===== src/rtl/uni_shift_reg.sv =====
// rtl/uni_shift_reg.sv - universal shift register with frame counting
//
// Purpose:
//   WIDTH-bit register that can hold, shift left, shift right or parallel
//   load. Shifts either take a serial bit from data_in or rotate the
//   register onto itself (ROTATE=1). Every shift edge advances a frame
//   counter, and the WIDTH-th shift of a frame raises a one-cycle
//   frame_done pulse. A parallel load abandons the current frame.
//
// Ports:
//   clk         in   1      clock, rising edge
//   rst_n       in   1      asynchronous active-low reset
//   mode        in   2      00 hold, 01 shift left, 10 shift right, 11 load
//   data_in     in   1      serial input for shifts (unused when ROTATE=1)
//   par_in      in   WIDTH  parallel load value
//   data_out    out  WIDTH  registered register contents
//   so_msb      out  1      data_out[WIDTH-1], left-shift serial output
//   so_lsb      out  1      data_out[0], right-shift serial output
//   bit_cnt     out  CNT_W  shifts completed in the current frame
//   frame_done  out  1      registered pulse after the WIDTH-th shift
module uni_shift_reg #(
  parameter int WIDTH  = 8,
  parameter int ROTATE = 0,
  parameter int CNT_W  = $clog2(WIDTH)
) (
  input  logic             clk,
  input  logic             rst_n,
  input  logic [1:0]       mode,
  input  logic             data_in,
  input  logic [WIDTH-1:0] par_in,
  output logic [WIDTH-1:0] data_out,
  output logic             so_msb,
  output logic             so_lsb,
  output logic [CNT_W-1:0] bit_cnt,
  output logic             frame_done
);

  typedef enum logic [1:0] {
    MODE_HOLD  = 2'b00,
    MODE_LEFT  = 2'b01,
    MODE_RIGHT = 2'b10,
    MODE_LOAD  = 2'b11
  } mode_e;

  localparam logic [CNT_W-1:0] CNT_LAST = CNT_W'(WIDTH - 1);
  localparam logic [CNT_W-1:0] CNT_ONE  = CNT_W'(1);

  logic [WIDTH-1:0] data_q, data_d;
  logic [CNT_W-1:0] cnt_q, cnt_d;
  logic             done_q, done_d;

  mode_e mode_s;
  logic  left_in;
  logic  right_in;
  logic  shift_en;

  assign mode_s = mode_e'(mode);

  // In rotate mode the bit falling off one end re-enters at the other.
  assign left_in  = (ROTATE != 0) ? data_q[WIDTH-1] : data_in;
  assign right_in = (ROTATE != 0) ? data_q[0]       : data_in;

  always_comb begin
    data_d   = data_q;
    cnt_d    = cnt_q;
    done_d   = 1'b0;
    shift_en = 1'b0;

    unique case (mode_s)
      MODE_HOLD: begin
        data_d = data_q;
      end
      MODE_LEFT: begin
        data_d   = {data_q[WIDTH-2:0], left_in};
        shift_en = 1'b1;
      end
      MODE_RIGHT: begin
        data_d   = {right_in, data_q[WIDTH-1:1]};
        shift_en = 1'b1;
      end
      MODE_LOAD: begin
        data_d = par_in;
        cnt_d  = '0;
      end
      default: begin
        data_d = data_q;
      end
    endcase

    // Both directions count toward one frame; the last shift wraps the
    // counter straight to 0 so back-to-back frames have no gap.
    if (shift_en) begin
      if (cnt_q == CNT_LAST) begin
        cnt_d  = '0;
        done_d = 1'b1;
      end else begin
        cnt_d = cnt_q + CNT_ONE;
      end
    end
  end

  always_ff @(posedge clk or negedge rst_n) begin
    if (!rst_n) begin
      data_q <= '0;
      cnt_q  <= '0;
      done_q <= 1'b0;
    end else begin
      data_q <= data_d;
      cnt_q  <= cnt_d;
      done_q <= done_d;
    end
  end

  assign data_out   = data_q;
  assign bit_cnt    = cnt_q;
  assign frame_done = done_q;

  // Serial outputs tap the register directly, no extra stage.
  assign so_msb = data_q[WIDTH-1];
  assign so_lsb = data_q[0];

endmodule


===== config.mk =====
export PLATFORM = sky130hd
export DESIGN_NAME = uni_shift_reg
export DESIGN_NICKNAME = d
export VERILOG_FILES = /design/src/rtl/uni_shift_reg.sv
export SDC_FILE = /design/constraint.sdc
export NUM_CORES = 1
export LEC_CHECK = 0
export BUFFER_PORTS_ARGS = -buffer_cell sky130_fd_sc_hd__buf_4
export CAP_MARGIN = 20
export CORE_MARGIN = 4
export CORE_UTILIZATION = 42
export CTS_BUF_LIST = sky130_fd_sc_hd__clkbuf_16
export DETAILED_ROUTE_END_ITERATION = 7
export HOLD_SLACK_MARGIN = 0.02
export PLACE_DENSITY_LB_ADDON = 0.2
export REMOVE_ABC_BUFFERS = 1
export SETUP_SLACK_MARGIN = 0.5
export SLEW_MARGIN = 20
export SYNTH_ARGS = -nofsm -noshare
export SYNTH_HDL_FRONTEND = slang
export SYNTH_SLANG_ARGS = --single-unit

===== constraint.sdc =====
create_clock -name clk -period 1.36 [get_ports clk]
set_clock_uncertainty 0.1 [all_clocks]
set_input_delay 0.136 -clock clk [delete_from_list [all_inputs] [get_ports clk]]
set_output_delay 0.136 -clock clk [all_outputs]
set_load 0.02 [all_outputs]

# After elaboration in Yosys (flattened, before gate mapping)
# Index checks and enable logic that the tools add are counted.
[totals] in_bits=13 ff_bits=12 output_inout_bits=14
[op_classes] n_reduce_logical=3 eq_ne=4 add_sub_neg=1 muxes=7
[ops] cell="$pmux 8 s3" n=1
[ops] cell="$mux 3" n=3
[ops] cell="$eq 2x2->1 const B" n=2
[ops] cell="$add 3x1->3 const B" n=1
[ops] cell="$eq 3x3->1 const B" n=1
[ops] cell="$mux 1" n=3
[ops] cell="$eq 2x1->1 const B" n=1
[ops] cell="$logic_not 2->1" n=1
[ops] cell="$reduce_bool 2->1" n=1
[ops] cell="$reduce_or 2->1" n=1

# Longest topological paths before layout
# Gate-level depths: netlist of the first run.
[depth] depth_word=4 ltp_mapped=6 ltp_nobuf=4

# Least setup slack after synthesis of the first run
# OpenSTA, ideal clock, no wires.
[synth_timing] path_type="flip-flop to flip-flop" start="reg cnt_q[0], in the netlist bit_cnt[0]" end="reg cnt_q[0], in the netlist bit_cnt[0]" t_required_ns=1.196 setup_slack_ns=-0.047 arrival_ns=1.243 path_stages_with_launch=5 cell_sequence="dfrtp_1 > ha_1 > ha_1 > nor4b_1 > a21o_1"
[synth_between] elab_chain_cells=3 elab_cells_between_ends=4 cone_classes="add/sub (1); eq/ne (1); mux (2)"
[synth_lines] item="start: declaration" line_no="49" source="logic [CNT_W-1:0] cnt_q, cnt_d;"
[synth_lines] item="start signal: assignment" line_no="109" source="cnt_q <= cnt_d;"
[synth_lines] item="$add 3x1->3 or $eq 3x3->1 (tied branches)" line_no="97, 93"
[synth_lines] item="$mux 3 *" line_no="93" source="if (cnt_q == CNT_LAST) begin"
[synth_lines] item="$mux 3 *" line_no="92" source="if (shift_en) begin"
# Mark *: on every way between the ends. The rest lies on a longest branch, timed or not.
# A chain may end at the register's enable or synchronous reset.

# Final worst setup path of the first run
# Same ends and word-level chain as after synthesis.

==> impl_metrics.json, run 1 <==
{
  "leakagePower_nw": 0.657,
  "chipHeight_um": 48.8,
  "arrival_ns": 1.40,
  "drt_wl_total_mm": 3.41,
  "tritoncts": "done",
  "hold_viol_final": 0,
  "place_congestion": 0.744,
  "antenna_found_initial": 0,
  "port_buffers": 26,
  "netlist_area_um2": 698,
  "rsz0062_at_grt": "true",
  "fmax_ghz": 0.758,
  "grt_max_degree": 14,
  "cts_root_buf": "clkbuf_16",
  "cts.path.max_buffers": 2,
  "wl_per_cell_um": 24.4,
  "worst_slew_pin_slew_ns": 0.235,
  "slowest_delay_ns": 0.43,
  "initial_core_util": 0.453,
  "worstPathMaxFanout": 2,
  "status": "completed",
  "post-route-util": 0.905,
  "setup.worst_path.end_class": "flip-flop",
  "cts_sinks": 12,
  "setup.worst_path.class": "reg -> reg",
  "worstSetupStartpointType": "flip-flop",
  "seq_area_frac_synth": 0.430,
  "drc_errors": 0,
  "die_x_um": 48.8,
  "antenna_left": 0,
  "powerDensity_nw_per_um2": 1250,
  "crit_buf_inv": 0,
  "cts_buffers": 3,
  "worst-r2r-setup-slack_ns": 0.04,
  "worstPathRequired_ns": 1.44,
  "htreeDepth": 1,
  "dp_hpwl_mm": 1.27,
  "min_period_ns": 1.32,
  "setup_viol": 0,
  "ios": 27,
  "clkTransAtPathRegs_ns": 0.05,
  "path_common_cell": "ha_4",
  "num_rows": 14,
  "drive_gt1_frac": 0.613,
  "fin_nets": 143,
  "grt_remaining_overflow": 0,
  "hold-worst-slack_ns": 0.117,
  "synthToLayoutAreaGrowth_pct": 99.8,
  "vias": 890,
  "dieArea_um2": 2380,
  "grtUsageTotal": 0.228,
  "avgSynthCellArea_um2": 10.4,
  "synth_cell_type_count": 15,
  "fin_crit_sh": 0.970,
  "vias_per_cell": 6.36,
  "yosys_warnings": 0,
  "hold_path_class": "in -> reg",
  "worstHoldStart": "par_in[5]",
  "vdd_drop_max_mv": 1.11,
  "path_cells": "ha_4 > ha_4 > nor4b_4 > a21o_1",
  "dr.first_iter.drc_count": 55,
  "synth_seq_cells": 12,
  "fillers": 66,
  "slew_headroom": 0.843,
  "num_antenna_cells": 0,
  "postSynthCellCount": 67,
  "timing.rr.start": "bit_cnt[0]",
  "drtPass1Iterations": 4,
  "cp_slowest_cell": "dfrtp_1",
  "grt_pass1_wl_mm": 4.17,
  "grt_pass1_vias": 858,
  "drv_cap": 0,
  "slew_violations": 0,
  "tns_ns": 0,
  "crit_path_start": "bit_cnt[0]",
  "core-area_um2": 1540,
  "clk_latency_ns": 0.25,
  "critPathTopFamily": "flip-flops"
}
[layout make-up]
class | instances | area [um2] | area share
timing repair buffer | 60 | 549 | 0.394
multi-input combinational | 46 | 435 | 0.312
sequential | 12 | 302 | 0.216
clock buffer | 3 | 75.1 | 0.0538
tap | 16 | 20.0 | 0.0143
inverter | 2 | 10.0 | 0.00717
clock inverter | 1 | 3.75 | 0.00269
[worst min-delay path, delay by kind of cell]
kind / cells / cell delay (ns)
buffers and inverters: 1 / 0.08
AOI/OAI and AO/OA: 2 / 0.21
[flip-flops by register name, indices dropped and copies added (netlist names)]
name,count
data_out,8
frame_done,1
bit_cnt,3
[placed cells by master, fill, tap and decap left out, drive strengths merged]
master       Yosys  final
or4b             8      8
o211ai           8      8
clkbuf           2      3
clkinv           0      1
o21ai            2      2
dfrtp           12     12
nand2           12     12
a22oi            8      8
ha               5      5
and2             1      1
nor4b            1      1
buf              5     59
dlygate4sd3      0      1
a21o             1      1
inv              2      2
[cells in the mapped netlist, drive strengths merged]
master  instances  area [um2]
a22oi           8        60.1
o21ai           2        10.0
buf             5        42.5
nand2          12        45.0
and2            1        6.26
nor4b           1        8.76
clkbuf          2        7.51
ha              5        62.6
o211ai          8        60.1
a21o            1        7.51
dfrtp          12         300
inv             2        7.51
or4b            8        80.1
[metal layers]
metal / track usage / vias to the layer above / wire length (um)
li1: - / 367 / -
met1: 0.274 / 404 / 1160
met2: 0.387 / 91 / 1640
met3: 0.0489 / 28 / 325
met4: 0.0942 / 0 / 278
met5: 0 / - / 0
[metrics by stage]
step | setup WS, ns | power [W] | cell area (um2) | cells
detailed placement | -0.0963 | 0.000890 | 968 | 116
floorplan | -0.0490 | 0.000673 | 648 | 60
global route | 0.0162 | 0.00181 | 1400 | 140
global placement | -0.0625 | 0.000881 | 968 | 116
finish | 0.0404 | 0.00174 | 1400 | 140
CTS | 0.106 | 0.00161 | 1330 | 137
[kinds of logic (layout without fill, tap and decap cells)]
group,count (synthesis),count (layout),share of synthesized area
buf+inv,9,66,0.0824
compound gates,19,19,0.197
fa+ha+maj,5,5,0.0896
simple gates,22,22,0.201
flops,12,12,0.430
[final timing paths]
path                          endpoint  depth (start not counted)
setup / recovery            bit_cnt[0]                          4
hold / removal             data_out[5]                          3
setup reg to reg            bit_cnt[0]                          4
hold reg to reg            data_out[5]                          2
max in group asynchronous   bit_cnt[2]                          2
min in group asynchronous  data_out[6]                          2
[report_power, final]
part | switching [W] | internal [W] | total, W
sequential | 0.0000803 | 0.000418 | 0.000499
combinational | 0.000301 | 0.000379 | 0.000680
clock | 0.000176 | 0.000389 | 0.000566
total | 0.000558 | 0.00119 | 0.00174
[timing repair]
| action | CTS | global route |
|---|---|---|
| gates resized for setup | 33 | 13 |
| buffers inserted | 16 | 3 |
| pin swaps | 6 | 9 |
| cloned | 0 | 0 |
| hold buffers | 1 | 0 |
| endpoints found under the setup margin | 26 | 26 |
| endpoints found under the hold margin | 12 | 0 |
(Power assumes the default switching activity.)
==> inputs of run 2 (changes only) <==
- ABC_AREA: unset -> 1
- CORE_UTILIZATION: 42 -> 45
- PLACE_DENSITY: unset -> 0.73
- PLACE_DENSITY_LB_ADDON: 0.2 -> unset
- clock period: 1.36 -> 1.6 ns (I/O delays scaled with it)
==> impl_metrics.json, run 2 <==
{
  "fmax_ghz": 0.862,
  "hold_viol_final": 0,
  "drtPass1Iterations": 4,
  "final_area_um2": 1140,
  "slowest_delay_ns": 0.38,
  "hold_path_depth": 5,
  "tritoncts": "done",
  "synth.top_cell.area_share": 0.386,
  "postSynthCellCount": 104,
  "worstPathMaxFanout": 2,
  "crit_path_start": "bit_cnt[0]",
  "port_buffers": 26,
  "cts.path.max_buffers": 2,
  "async_flop_share": 1.00,
  "synth_edf_count": 0,
  "clk_latency_ns": 0.24,
  "htreeDepth": 1,
  "crit_buf_inv": 0,
  "num_antenna_cells": 0,
  "worstPathRequired_ns": 1.67,
  "p_total_w": 0.00130,
  "min_period_ns": 1.16,
  "cts_sinks": 12,
  "synthAdderAreaFrac": 0.0805,
  "vias_per_cell": 4.71,
  "seq_area_frac_synth": 0.386,
  "slew_violations": 0,
  "synthToLayoutAreaGrowth_pct": 47.3,
  "initial_core_util": 0.493,
  "status": "completed",
  "instances_no_fill": 153,
  "grtUsageTotal": 0.163,
  "layout_commonest_cell": "buf_4",
  "timing.rr.start": "bit_cnt[0]",
  "synth_top_family_by_area": "simple AND/OR/NAND/NOR gates",
  "worstHoldStart": "par_in[6]",
  "core-area_um2": 1580,
  "drc_errors": 0,
  "reg2regPathDepth": 5,
  "dp_hpwl_mm": 1.28,
  "chipHeight_um": 49.6,
  "antenna_left": 0,
  "dpl_cell_area_um2": 943,
  "synth_common_cells": "nor2_1, nand2_1, dfrtp_1",
  "synthFlopType": "dfrtp_1",
  "worst_slew_pin_slew_ns": 0.242,
  "grt_pass1_wl_mm": 3.13,
  "grt_remaining_overflow": 0,
  "synth_seq_cells": 12,
  "synthMuxAreaShare": 0,
  "setup_viol": 0,
  "synth_xor_area_frac": 0,
  "wl_per_cell_um": 11.9,
  "dieArea_um2": 2460,
  "synth_cell_type_count": 14,
  "grt_pass1_vias": 733,
  "fin_nets": 156,
  "avgSynthCellArea_um2": 7.47,
  "yosys_warnings": 0,
  "ios": 27,
  "drt_wl_total_mm": 1.82,
  "synth_top_area_cell": "dfrtp_1",
  "drive_gt1_frac": 0.401,
  "antenna_found_initial": 0,
  "fin_crit_sh": 0.725,
  "cts_root_buf": "clkbuf_16",
  "tns_ns": 0,
  "setup.worst_path.class": "reg -> reg",
  "slew_headroom": 0.838,
  "vdd_drop_max_mv": 0.838,
  "r2r-end": "bit_cnt[0]",
  "hold_path_class": "in -> reg",
  "grt_max_degree": 19,
  "hold_end": "data_out[6]",
  "synth_compound_area_frac": 0.00644,
  "largest_register_ffs": 8,
  "worstSetupStartpointType": "flip-flop",
  "mostFrequentLayoutCells": "buf_4, nor2_1, nand2_1",
  "synth_simple_gate_area_share": 0.386,
  "die_x_um": 49.6,
  "synth.most_common_cell": "nor2_1",
  "worst-r2r-setup-slack_ns": 0.44,
  "synthTopCellsByArea": "dfrtp_1, nor2_1, nand2_1, ha_1, nand3_1",
  "netlist_area_um2": 777,
  "rsz0062_at_grt": "true",
  "num_rows": 14,
  "dp_cells": 141,
  "clkTransAtPathRegs_ns": 0.05,
  "setup.worst_path.end_class": "flip-flop",
  "leakagePower_nw": 0.611,
  "path_cells": "ha_2 > ha_4 > nor2_2 > nand2_1 > o21ai_1",
  "powerDensity_nw_per_um2": 1140,
  "arrival_ns": 1.23,
  "place_congestion": 0.785,
  "dr.first_iter.drc_count": 13,
  "vias": 721,
  "cts_buffers": 3,
  "critPathTopFamily": "flip-flops",
  "drv_cap": 0,
  "cp_slowest_cell": "dfrtp_1"
}
## run 2: cell types whose count changed after synthesis, moves of 9 or more
cell | previous run | this run
inv_1 | 2 | 11
nor2_1 | 0 | 25
nand3_1 | 0 | 10
nand2_1 | 12 | 23
## run 2: repair_timing
action / CTS / global route
pin swaps: 3 / 3
hold endpoints to repair: 12 / 0
setup endpoints to repair: 3 / 20
hold buffers: 1 / 0
buffers inserted: 2 / 5
resized for setup: 6 / 12
## run 2: worst max-delay path by stage
stage                        endpoint  slack [ns]  depth (start not counted)
after floorplan            bit_cnt[0]        0.30                          5
after global placement    data_out[6]        0.32                          8
after detailed placement  data_out[5]        0.26                          8
after CTS                  bit_cnt[0]        0.44                          5
after global routing       bit_cnt[0]        0.37                          5
final                      bit_cnt[0]        0.44                          5
## run 2: where the power goes
part           internal (W)  switching, W
logic              0.000211      0.000224
clock network      0.000330      0.000141
registers          0.000353     0.0000441
total              0.000895      0.000409
## run 2: worst min-delay path: cells and delay by family
family | cells | cell delay (ns)
simple gates | 4 | 0.21
buf+inv | 1 | 0.08
## run 2: per-stage QoR
stage / utilization / setup WS [ns] / hold WS, ns
3_3_place_gp: 0.598 / 0.319 / -0.0872
4_1_cts: 0.679 / 0.443 / 0.135
6_report: 0.726 / 0.440 / 0.130
5_1_grt: 0.726 / 0.370 / 0.162
2_1_floorplan: - / 0.300 / -0.236
3_5_place_dp: 0.598 / 0.265 / -0.0865
## run 2: final cells by class
cell class | instances | area, um2
Tap cell | 16 | 20.0
Timing Repair Buffer | 34 | 277
Clock buffer | 3 | 75.1
Multi-Input combinational cell | 73 | 403
Clock inverter | 1 | 3.75
Inverter | 14 | 65.1
Sequential cell | 12 | 302
Fill cell | 128 | 432
## run 2: per-layer routing
| layer | global-route usage | part of all wire | vias to the layer above |
|---|---|---|---|
| met2 | 0.289 | 0.55 | 20 |
| met3 | 0.0542 | 0.069 | 2 |
| met5 | 0 | 0 | - |
| met4 | 0.0553 | 0.0027 | 0 |
| li1 | - | - | 375 |
| met1 | 0.179 | 0.38 | 324 |
## run 2: cells by family (layout without fill, tap and decap cells)
kind of cell | Yosys count | in the layout
fa+ha+maj | 5 | 5
buf+inv | 19 | 52
compound gates | 1 | 1
simple gates | 67 | 67
flops | 12 | 12
==> inputs of run 3 (changes only) <==
- CORE_UTILIZATION: 45 -> 43
- clock period: 1.6 -> 0.95 ns (I/O delays scaled with it)
==> impl_metrics.json, run 3 (synthesis results as in run 2) <==
{
  "slew_headroom": 0.844,
  "cts_root_buf": "clkbuf_16",
  "cts_sinks": 12,
  "num_rows": 15,
  "chipHeight_um": 50.5,
  "clk_latency_ns": 0.24,
  "instances_no_fill": 167,
  "htreeDepth": 1,
  "grtUsageTotal": 0.177,
  "ios": 27,
  "grt_max_degree": 16,
  "drt_wl_total_mm": 1.93,
  "setup_viol": 19,
  "num_antenna_cells": 0,
  "wl_per_cell_um": 11.5,
  "rsz0062_at_grt": "true",
  "tns_ns": -1.47,
  "violations": "negative hold slack, negative setup slack",
  "grt_pass1_vias": 748,
  "cts_buffers": 3,
  "clkTransAtPathRegs_ns": 0.05,
  "setup.worst_path.class": "reg -> out",
  "cts.path.max_buffers": 2,
  "swShare": 0.308,
  "fmax_ghz": 0.858,
  "r2r-end": "bit_cnt[0]",
  "grt_remaining_overflow": 0,
  "fillers": 168,
  "hold_path_class": "in -> async",
  "core-area_um2": 1730,
  "largest_register_ffs": 8,
  "worstSetupStartpointType": "flip-flop",
  "drive_gt1_frac": 0.486,
  "vias_per_cell": 4.53,
  "fin_crit_sh": 1.23,
  "p_comb_frac": 0.358,
  "status": "finished with violations",
  "layout_commonest_cell": "nor2_1",
  "fin_nets": 161,
  "dr.first_iter.drc_count": 10,
  "worst-r2r-setup-slack_ns": -0.20,
  "leakagePower_nw": 0.652,
  "pre_cts_slack_ns": -0.309,
  "power.switching_w": 0.000700,
  "drv_cap": 0,
  "synthToLayoutAreaGrowth_pct": 61.2,
  "vdd_drop_max_mv": 1.35,
  "post-route-util": 0.725,
  "slew_violations": 0,
  "worstPathRequired_ns": 0.75,
  "dieArea_um2": 2550,
  "hold-worst-slack_ns": -0.416,
  "p_seq_frac": 0.301,
  "arrival_ns": 0.97,
  "place_congestion": 0.760,
  "reg2regPathDepth": 5,
  "dp_hpwl_mm": 1.42,
  "worst_slew_pin_slew_ns": 0.234,
  "mostFrequentLayoutCells": "nor2_1, buf_4, nand2_1",
  "initial_core_util": 0.450,
  "port_buffers": 26,
  "vias": 757,
  "setup.worst_path.end_class": "output port",
  "antenna_left": 0,
  "drtPass1Iterations": 4,
  "hold_viol_final": 12,
  "tritoncts": "done",
  "timing.rr.start": "bit_cnt[0]",
  "dp_cells": 160,
  "powerDensity_nw_per_um2": 1820,
  "worstPathMaxFanout": 2,
  "grt_pass1_wl_mm": 3.34,
  "min_period_ns": 1.17,
  "clkPwrFrac": 0.341,
  "worst_slack_ns": -0.215,
  "antenna_found_initial": 0,
  "p_int_w": 0.00157,
  "drc_errors": 0,
  "die_x_um": 50.5
}
[run 3: cell count changes in the layout (fill, tap and decap cells not counted), sizes merged]
cell,before,now
buf,33,39
clkinv,2,1
dlygate4sd3,1,0
inv,13,14
[run 3: metrics by stage]
| step | area (um2) | total power (W) |
|---|---|---|
| floorplan | 728 | 0.00101 |
| global placement | 1030 | 0.00131 |
| detailed placement | 1030 | 0.00133 |
| CTS | 1230 | 0.00226 |
| global route | 1250 | 0.00241 |
| finish | 1250 | 0.00227 |
[run 3: layout make-up]
type | instances | area, um2 | share of cell area
sequential | 12 | 303 | 0.242
clock buffer | 3 | 75.1 | 0.0599
inverter | 14 | 62.6 | 0.0500
clock inverter | 1 | 3.75 | 0.00300
multi-input combinational | 73 | 420 | 0.336
tap | 25 | 31.3 | 0.0250
timing repair buffer | 39 | 357 | 0.285
[run 3: what timing repair did]
| action | in CTS | in global routing |
|---|---|---|
| buffers inserted | 3 | 0 |
| resized for setup | 29 | 7 |
| pin swaps | 10 | 5 |
| hold endpoints to repair | 12 | 12 |
| setup endpoints to repair | 26 | 26 |
[run 3: worst max-delay path: stages, from the launching register on]
cell	delay, ns
dfrtp_1	0.37
buf_4	0.14
buf_6	0.11
buf_6	0.12
[run 3: worst max path at each step]
stage,endpoint,slack [ns],cells after the start,start
after floorplan,bit_cnt[0],-0.35,5,bit_cnt[0]
after global placement,bit_cnt[0],-0.24,5,bit_cnt[0]
after detailed placement,bit_cnt[0],-0.31,5,bit_cnt[0]
after CTS,bit_cnt[0],-0.23,5,bit_cnt[1]
after global routing,bit_cnt[1],-0.26,3,bit_cnt[1]
final,bit_cnt[1],-0.22,3,bit_cnt[1]
[run 3: metal layers]
metal / GRT usage / part of all wire / wire, um / vias up
met4: 0.0673 / 0.015 / 29 / 0
li1: - / - / - / 384
met3: 0.0504 / 0.060 / 115 / 4
met2: 0.315 / 0.52 / 1000 / 22
met5: 0 / 0 / 0 / -
met1: 0.196 / 0.40 / 779 / 347
[run 3: power by group through the flow]
stage	Sequential, W	Clock, W	Combinational (W)
global placement	0.000673	0	0.000637
detailed placement	0.000676	0	0.000652
CTS	0.000681	0.000783	0.000800
floorplan	0.000787	0	0.000226
global route	0.000700	0.000828	0.000883
finish	0.000684	0.000775	0.000815
